==> src/rtl/stepper_pkg.sv <==
// Shared stepper definitions: coil phase table, sequencer states, default timing.
// Pure declarations; no latency, no flow control.
package stepper_pkg;

    typedef enum logic [1:0] {
        ST_IDLE = 2'd0,
        ST_STEP = 2'd1,
        ST_HOLD = 2'd2
    } state_t;

    localparam int DEF_MIN_PERIOD  = 1000;
    localparam int DEF_MAX_PERIOD  = 262143;
    localparam int DEF_HOLD_CYCLES = 500000;

    // Entry 0 is the rightmost nibble; odd entries are the two-coils-on full-step phases.
    localparam logic [7:0][3:0] PHASE_TABLE = {
        4'b1001, 4'b1000, 4'b1100, 4'b0100,
        4'b0110, 4'b0010, 4'b0011, 4'b0001
    };

    function automatic logic [3:0] phase_of(input logic [2:0] idx);
        return PHASE_TABLE[idx];
    endfunction

endpackage

==> src/rtl/step_rate_timer.sv <==
// Loadable down-counter: clamps the requested period on load, then ticks once every P enabled cycles.
// First tick P cycles after the load edge; no backpressure, counting freezes while disabled.
module step_rate_timer #(
    parameter int PERIOD_W   = 20,
    parameter int MIN_PERIOD = 1000,
    parameter int MAX_PERIOD = 262143
) (
    input  logic                i_clk,
    input  logic                i_rst_n,
    input  logic                i_load,
    input  logic [PERIOD_W-1:0] i_period,
    input  logic                i_en,
    output logic                o_tick
);

    localparam logic [PERIOD_W-1:0] MIN_P = PERIOD_W'(MIN_PERIOD);
    localparam logic [PERIOD_W-1:0] MAX_P = PERIOD_W'(MAX_PERIOD);

    logic [PERIOD_W-1:0] w_clamped;
    logic [PERIOD_W-1:0] r_period;
    logic [PERIOD_W-1:0] r_count;

    always_comb begin
        w_clamped = i_period;
        if (i_period < MIN_P)
            w_clamped = MIN_P;
        else if (i_period > MAX_P)
            w_clamped = MAX_P;
    end

    always_ff @(posedge i_clk or negedge i_rst_n) begin
        if (!i_rst_n) begin
            r_period <= MIN_P;
            r_count  <= '0;
        end else if (i_load) begin
            r_period <= w_clamped;
            r_count  <= w_clamped - PERIOD_W'(1);
        end else if (i_en) begin
            if (r_count == '0)
                r_count <= r_period - PERIOD_W'(1);
            else
                r_count <= r_count - PERIOD_W'(1);
        end
    end

    assign o_tick = i_en && (r_count == '0);

endmodule

==> src/rtl/step_sequencer.sv <==
// Stepper move sequencer: walks the coil phase table at a clamped rate, holds, then de-energizes.
// Drive appears the cycle after start, steps every P cycles; start is ignored while stepping, abort wins.
module step_sequencer
    import stepper_pkg::*;
#(
    parameter int PERIOD_W    = 20,
    parameter int COUNT_W     = 16,
    parameter int MIN_PERIOD  = DEF_MIN_PERIOD,
    parameter int MAX_PERIOD  = DEF_MAX_PERIOD,
    parameter int HOLD_CYCLES = DEF_HOLD_CYCLES
) (
    input  logic                i_clk,
    input  logic                i_rst_n,
    input  logic                i_start,
    input  logic                i_dir,
    input  logic                i_half_step,
    input  logic [COUNT_W-1:0]  i_num_steps,
    input  logic [PERIOD_W-1:0] i_step_period,
    input  logic                i_abort,
    output logic [3:0]          o_drive,
    output logic                o_busy,
    output logic                o_done,
    output logic                o_aborted,
    output logic [COUNT_W-1:0]  o_steps_left,
    output logic [15:0]         o_position
);

    localparam int HOLD_W = $clog2(HOLD_CYCLES + 1);

    state_t              r_state;
    state_t              w_next;
    logic [2:0]          r_idx;
    logic [15:0]         r_pos;
    logic [COUNT_W-1:0]  r_steps_left;
    logic                r_dir;
    logic                r_half;
    logic [HOLD_W-1:0]   r_hold_cnt;
    logic                r_done;
    logic                r_aborted;

    logic                w_tick;
    logic                w_capture;
    logic                w_step;
    logic                w_done_set;
    logic                w_abort_set;
    logic [1:0]          w_mag;
    logic [15:0]         w_delta;

    step_rate_timer #(
        .PERIOD_W   (PERIOD_W),
        .MIN_PERIOD (MIN_PERIOD),
        .MAX_PERIOD (MAX_PERIOD)
    ) u_rate (
        .i_clk    (i_clk),
        .i_rst_n  (i_rst_n),
        .i_load   (w_capture),
        .i_period (i_step_period),
        .i_en     (r_state == ST_STEP),
        .o_tick   (w_tick)
    );

    always_ff @(posedge i_clk or negedge i_rst_n) begin
        if (!i_rst_n)
            r_state <= ST_IDLE;
        else
            r_state <= w_next;
    end

    always_comb begin
        w_next      = r_state;
        w_capture   = 1'b0;
        w_done_set  = 1'b0;
        w_abort_set = 1'b0;
        case (r_state)
            ST_IDLE: begin
                if (i_start) begin
                    w_capture = 1'b1;
                    if (i_num_steps == '0)
                        w_done_set = 1'b1;
                    else
                        w_next = ST_STEP;
                end
            end
            ST_STEP: begin
                if (i_abort) begin
                    w_next      = ST_IDLE;
                    w_abort_set = 1'b1;
                end else if (w_tick && (r_steps_left == COUNT_W'(1))) begin
                    w_next = ST_HOLD;
                end
            end
            ST_HOLD: begin
                if (i_abort) begin
                    w_next      = ST_IDLE;
                    w_abort_set = 1'b1;
                end else if (i_start) begin
                    // A zero-step command here finishes the held move on the spot.
                    w_capture = 1'b1;
                    if (i_num_steps == '0) begin
                        w_next     = ST_IDLE;
                        w_done_set = 1'b1;
                    end else begin
                        w_next = ST_STEP;
                    end
                end else if (r_hold_cnt == '0) begin
                    w_next     = ST_IDLE;
                    w_done_set = 1'b1;
                end
            end
            default: w_next = ST_IDLE;
        endcase
    end

    always_comb begin
        o_busy       = (r_state != ST_IDLE);
        o_drive      = o_busy ? phase_of(r_idx) : 4'b0000;
        o_done       = r_done;
        o_aborted    = r_aborted;
        o_steps_left = r_steps_left;
        o_position   = r_pos;
    end

    assign w_step = (r_state == ST_STEP) && !i_abort && w_tick;

    // Full-step from an even index takes a single half-step to land on the two-coil phases.
    always_comb begin
        w_mag   = (r_half || !r_idx[0]) ? 2'd1 : 2'd2;
        w_delta = r_dir ? 16'(w_mag) : (16'd0 - 16'(w_mag));
    end

    always_ff @(posedge i_clk or negedge i_rst_n) begin
        if (!i_rst_n) begin
            r_idx        <= '0;
            r_pos        <= '0;
            r_steps_left <= '0;
            r_dir        <= 1'b0;
            r_half       <= 1'b0;
            r_hold_cnt   <= '0;
            r_done       <= 1'b0;
            r_aborted    <= 1'b0;
        end else begin
            r_done    <= w_done_set;
            r_aborted <= w_abort_set;
            if (w_capture) begin
                r_steps_left <= i_num_steps;
                r_dir        <= i_dir;
                r_half       <= i_half_step;
            end else if (w_step) begin
                r_steps_left <= r_steps_left - COUNT_W'(1);
            end
            if (w_step) begin
                r_idx <= r_idx + w_delta[2:0];
                r_pos <= r_pos + w_delta;
            end
            if (w_step && (w_next == ST_HOLD))
                r_hold_cnt <= HOLD_W'(HOLD_CYCLES - 1);
            else if ((r_state == ST_HOLD) && (r_hold_cnt != '0))
                r_hold_cnt <= r_hold_cnt - HOLD_W'(1);
        end
    end

endmodule

==> config.mk <==
export PLATFORM = sky130hd
export DESIGN_NAME = step_sequencer
export DESIGN_NICKNAME = d
export VERILOG_FILES = /design/src/rtl/stepper_pkg.sv /design/src/rtl/step_rate_timer.sv /design/src/rtl/step_sequencer.sv
export SDC_FILE = /design/constraint.sdc
export NUM_CORES = 1
export LEC_CHECK = 0
export CORE_MARGIN = 2
export CORE_UTILIZATION = 45
export CTS_CLUSTER_SIZE = 10
export DETAILED_ROUTE_END_ITERATION = 8
export DONT_BUFFER_PORTS = 1
export SYNTH_ARGS = -nofsm -noshare
export SYNTH_HDL_FRONTEND = slang
export SYNTH_SLANG_ARGS = --single-unit
==> constraint.sdc <==
create_clock -name i_clk -period 3.7 [get_ports i_clk]
set_input_delay 0.185 -clock i_clk [delete_from_list [all_inputs] [get_ports i_clk]]
set_output_delay 0.185 -clock i_clk [all_outputs]
set_load 0.05 [all_outputs]
==> metrics.cfg <==
[run_status]
status=finished clean

[detailed_routing]
drt-total-wl_um=15400
drt-initial-drc-count=322
wire_per_inst_um=17.5
drc=0
num_vias=5082
dr.pass1.iters=8
viasPerCell=5.78
postRouteAntennaNets=0

[timing]
final-hold-violation-count=0
fmax_mhz=291
finalCritPeriodShare_pct=92.9
finalSetupTns_ns=0
setup_violations=0
period_needed_ns=3.44
rsz0062_at_grt=false
finClkSkew_ns=0.00914
tightest_slew_ns=1.04
slew_viol_final=0
relSlewSlack_pct=30.9

[logic_synthesis]
synth_edf_count=0
yosysWarnings=0
avgSynthCellArea_um2=9.00
synthFlopType=dfrtp_1
yosysTopAreaCell=dfrtp_1
netlist_area_mm2=0.00603
syn_inst=670
synth_seq_cells=100
async_flop_share_pct=100
synth_cell_types=74
synth.top_cells.by_area=dfrtp_1, nand2_1, xnor2_1
synth_top_cell_area_share_pct=39.0
seq_area_frac_synth_pct=41.6
synth_nets=737

[power_and_ir_drop]
p_per_area_mw_per_mm2=667
leakagePower_uw=0.00272
pwr-share-comb_pct=32.5
p_total_uw=4590
vdd_drop_max_mv=0.335
seq_power_share_pct=43.2
p_sw_uw=1950
swShare_pct=42.4
p_int_uw=2640
p_clk_share_pct=24.4

[placement]
placed_cell_area_mm2=0.00625
place.gp.congestion=0.840
port_buffers=0
dp.cells=837
place_hpwl_um=10800

[setup_path]
critical_path.max_fanout=9
crit_slowest_cell=a211oi_1
crit_path_end_kind=register
worst_path_most_repeated_cell=or3_1
start_kind=register
cp.arrival_ns=3.72
path_cells=inv_1, ha_1, nor2b_4, o211ai_1, a211oi_1, o22ai_1, nand3b_1, or3_1, or3_1, a31oi_1
max_stage_delay_ns=0.57
worstPathRequired_ns=3.98
path_class=register to register

[run]
maxCapViolCount=0

[global_route]
grt_pass1_vias=4991
grt_max_degree=101
grt_overflow_total=0
grt_usage_pct=22.0
grt_pass1_wl_um=25100
antenna_found_initial=0

[finish]
fin_cells=879
fillers=1219
drive_above_1_share_pct=8.11
stdcell_area_mm2=0.00688
antenna-diode-count=0
nets=765
areaGrowthSynthToFinish_pct=14.1

[die]
ios=81
coreArea_mm2=0.0131
initial_core_util_pct=45.9
die-height_um=120
row_count=42
dieArea_mm2=0.0143
die_x_um=120

[cts]
cts.sinks=100
cts_resized=0
clkLatencyLatePin_ns=0.36
cts_tree=yes
postCtsSetupBuffers=0
clkSlewWorstSetupHoldPaths_ns=0.07
cts_root_buffer=clkbuf_16
cts_buffer_depth=2
cts_buffers=9
cts.htree.levels=3

[hold_path]
hold_path_class=input port to register

==> power by group through the flow <==
stage / Sequential, µW / Combinational, µW / Clock (µW)
2_1_floorplan: 1900 / 1160 / 0
3_3_place_gp: 1990 / 1380 / 0
3_5_place_dp: 2000 / 1420 / 0
4_1_cts: 1980 / 1470 / 1130
5_1_grt: 2020 / 1670 / 1180
6_report: 1980 / 1490 / 1120
==> cells in the final DEF (no fill, tap or decap), drive strengths merged, types with 4 or more instances in the layout <==
cell	n
o21ai	54
a31oi	14
clkbuf	10
nand2b	10
nand3	15
xnor2	34
nor4	26
xor2	19
nand3b	4
a211o	4
o22a	4
and3	7
a311o	11
buf	16
nor2	63
nand2	104
o21a	10
ha	23
nand4	5
or3	5
dfstp	6
nor3	15
a21o	5
inv	13
or2	6
o22ai	4
a21oi	23
and2	12
nor2b	5
dfrtp	94
or4	4
dlygate4sd3	24
a211oi	6
==> sequential cells by signal, indices dropped and copies added (netlist names) <==
name and count:
r_half 1, u_rate.r_period 20, o_position 16, r_hold_cnt 19
r_idx 3, r_dir 1, r_state 2, u_rate.r_count 20
o_steps_left 16, o_done 1, o_aborted 1
==> critical path, delay by kind of cell (launching register included) <==
| kind | cells | cell delay, ns |
|---|---|---|
| flops | 1 | 0.46 |
| buf+inv | 1 | 0.14 |
| simple gates | 4 | 1.24 |
| fa+ha+maj | 1 | 0.22 |
| compound gates | 4 | 1.29 |
==> metal layers <==
metal	GRT usage, %	part of all wire (%)
met4	8.24	1.7
met1	30.1	47
met3	4.66	5.5
met2	34.4	46
met5	0	0
==> what timing repair did <==
action / in CTS / in global routing
hold buffers: 25 / 0
endpoints found under the setup margin: 0 / 1
endpoints found under the hold margin: 123 / 0
==> path summary, 6_finish.rpt <==
path,from,endpoint,slack (ns),cells past startpoint
worst max-delay path,r_state[0],u_rate.r_count[11],0.26,10
worst min-delay path,i_step_period[16],u_rate.r_period[16],0.02,2
worst max register to register,r_state[0],u_rate.r_count[11],0.26,10
worst min register to register,u_rate.r_period[15],u_rate.r_period[15],0.50,1
max in group asynchronous,i_rst_n,u_rate.r_period[3],2.88,2
min in group asynchronous,i_rst_n,r_hold_cnt[9],0.44,2
==> stage by stage <==
stage                     utilization [%]  setup WS [ns]  hold slack (ns)
after floorplan                         -          0.632           -0.111
after global placement               47.6          0.464           -0.104
after detailed placement             47.6          0.332           -0.104
after CTS                            52.3          0.337          0.00515
after global routing                 52.4        0.00195          0.00965
final                                52.4          0.263           0.0202
==> layout make-up <==
| class | count | area (µm²) | share of cell area (%) |
|---|---|---|---|
| clock inverters | 6 | 111 | 1.62 |
| repair buffers | 40 | 380 | 5.53 |
| flip-flops and latches | 100 | 2510 | 36.5 |
| multi-input cells | 534 | 3370 | 49.0 |
| inverters | 13 | 48.8 | 0.709 |
| clock buffers | 10 | 239 | 3.47 |
| well taps | 176 | 220 | 3.20 |
==> cells by family (layout without fill, tap and decap cells) <==
| logic type | Yosys count | count (layout) | synth area share [%] |
|---|---|---|---|
| AO/OA/AOI/OAI | 164 | 165 | 18.6 |
| XOR/XNOR | 53 | 53 | 7.70 |
| adder cells (fa/ha/maj) | 25 | 25 | 5.44 |
| buffers and inverters | 37 | 69 | 2.68 |
| flip-flops | 100 | 100 | 41.6 |
| multiplexers | 1 | 1 | 0.166 |
| AND/OR/NAND/NOR | 290 | 290 | 23.8 |
==> synth_stat cells, drive strengths merged, types with 13 or more instances <==
library cell and n:
o21ai 54, nor4 26, dfrtp 94, ha 23, nand3 15, nor3 15, xnor2 34, a31oi 14
a21oi 23, xor2 19, nand2 104, inv 13, nor2 63, clkbuf 15
(Power assumes the default switching activity.)
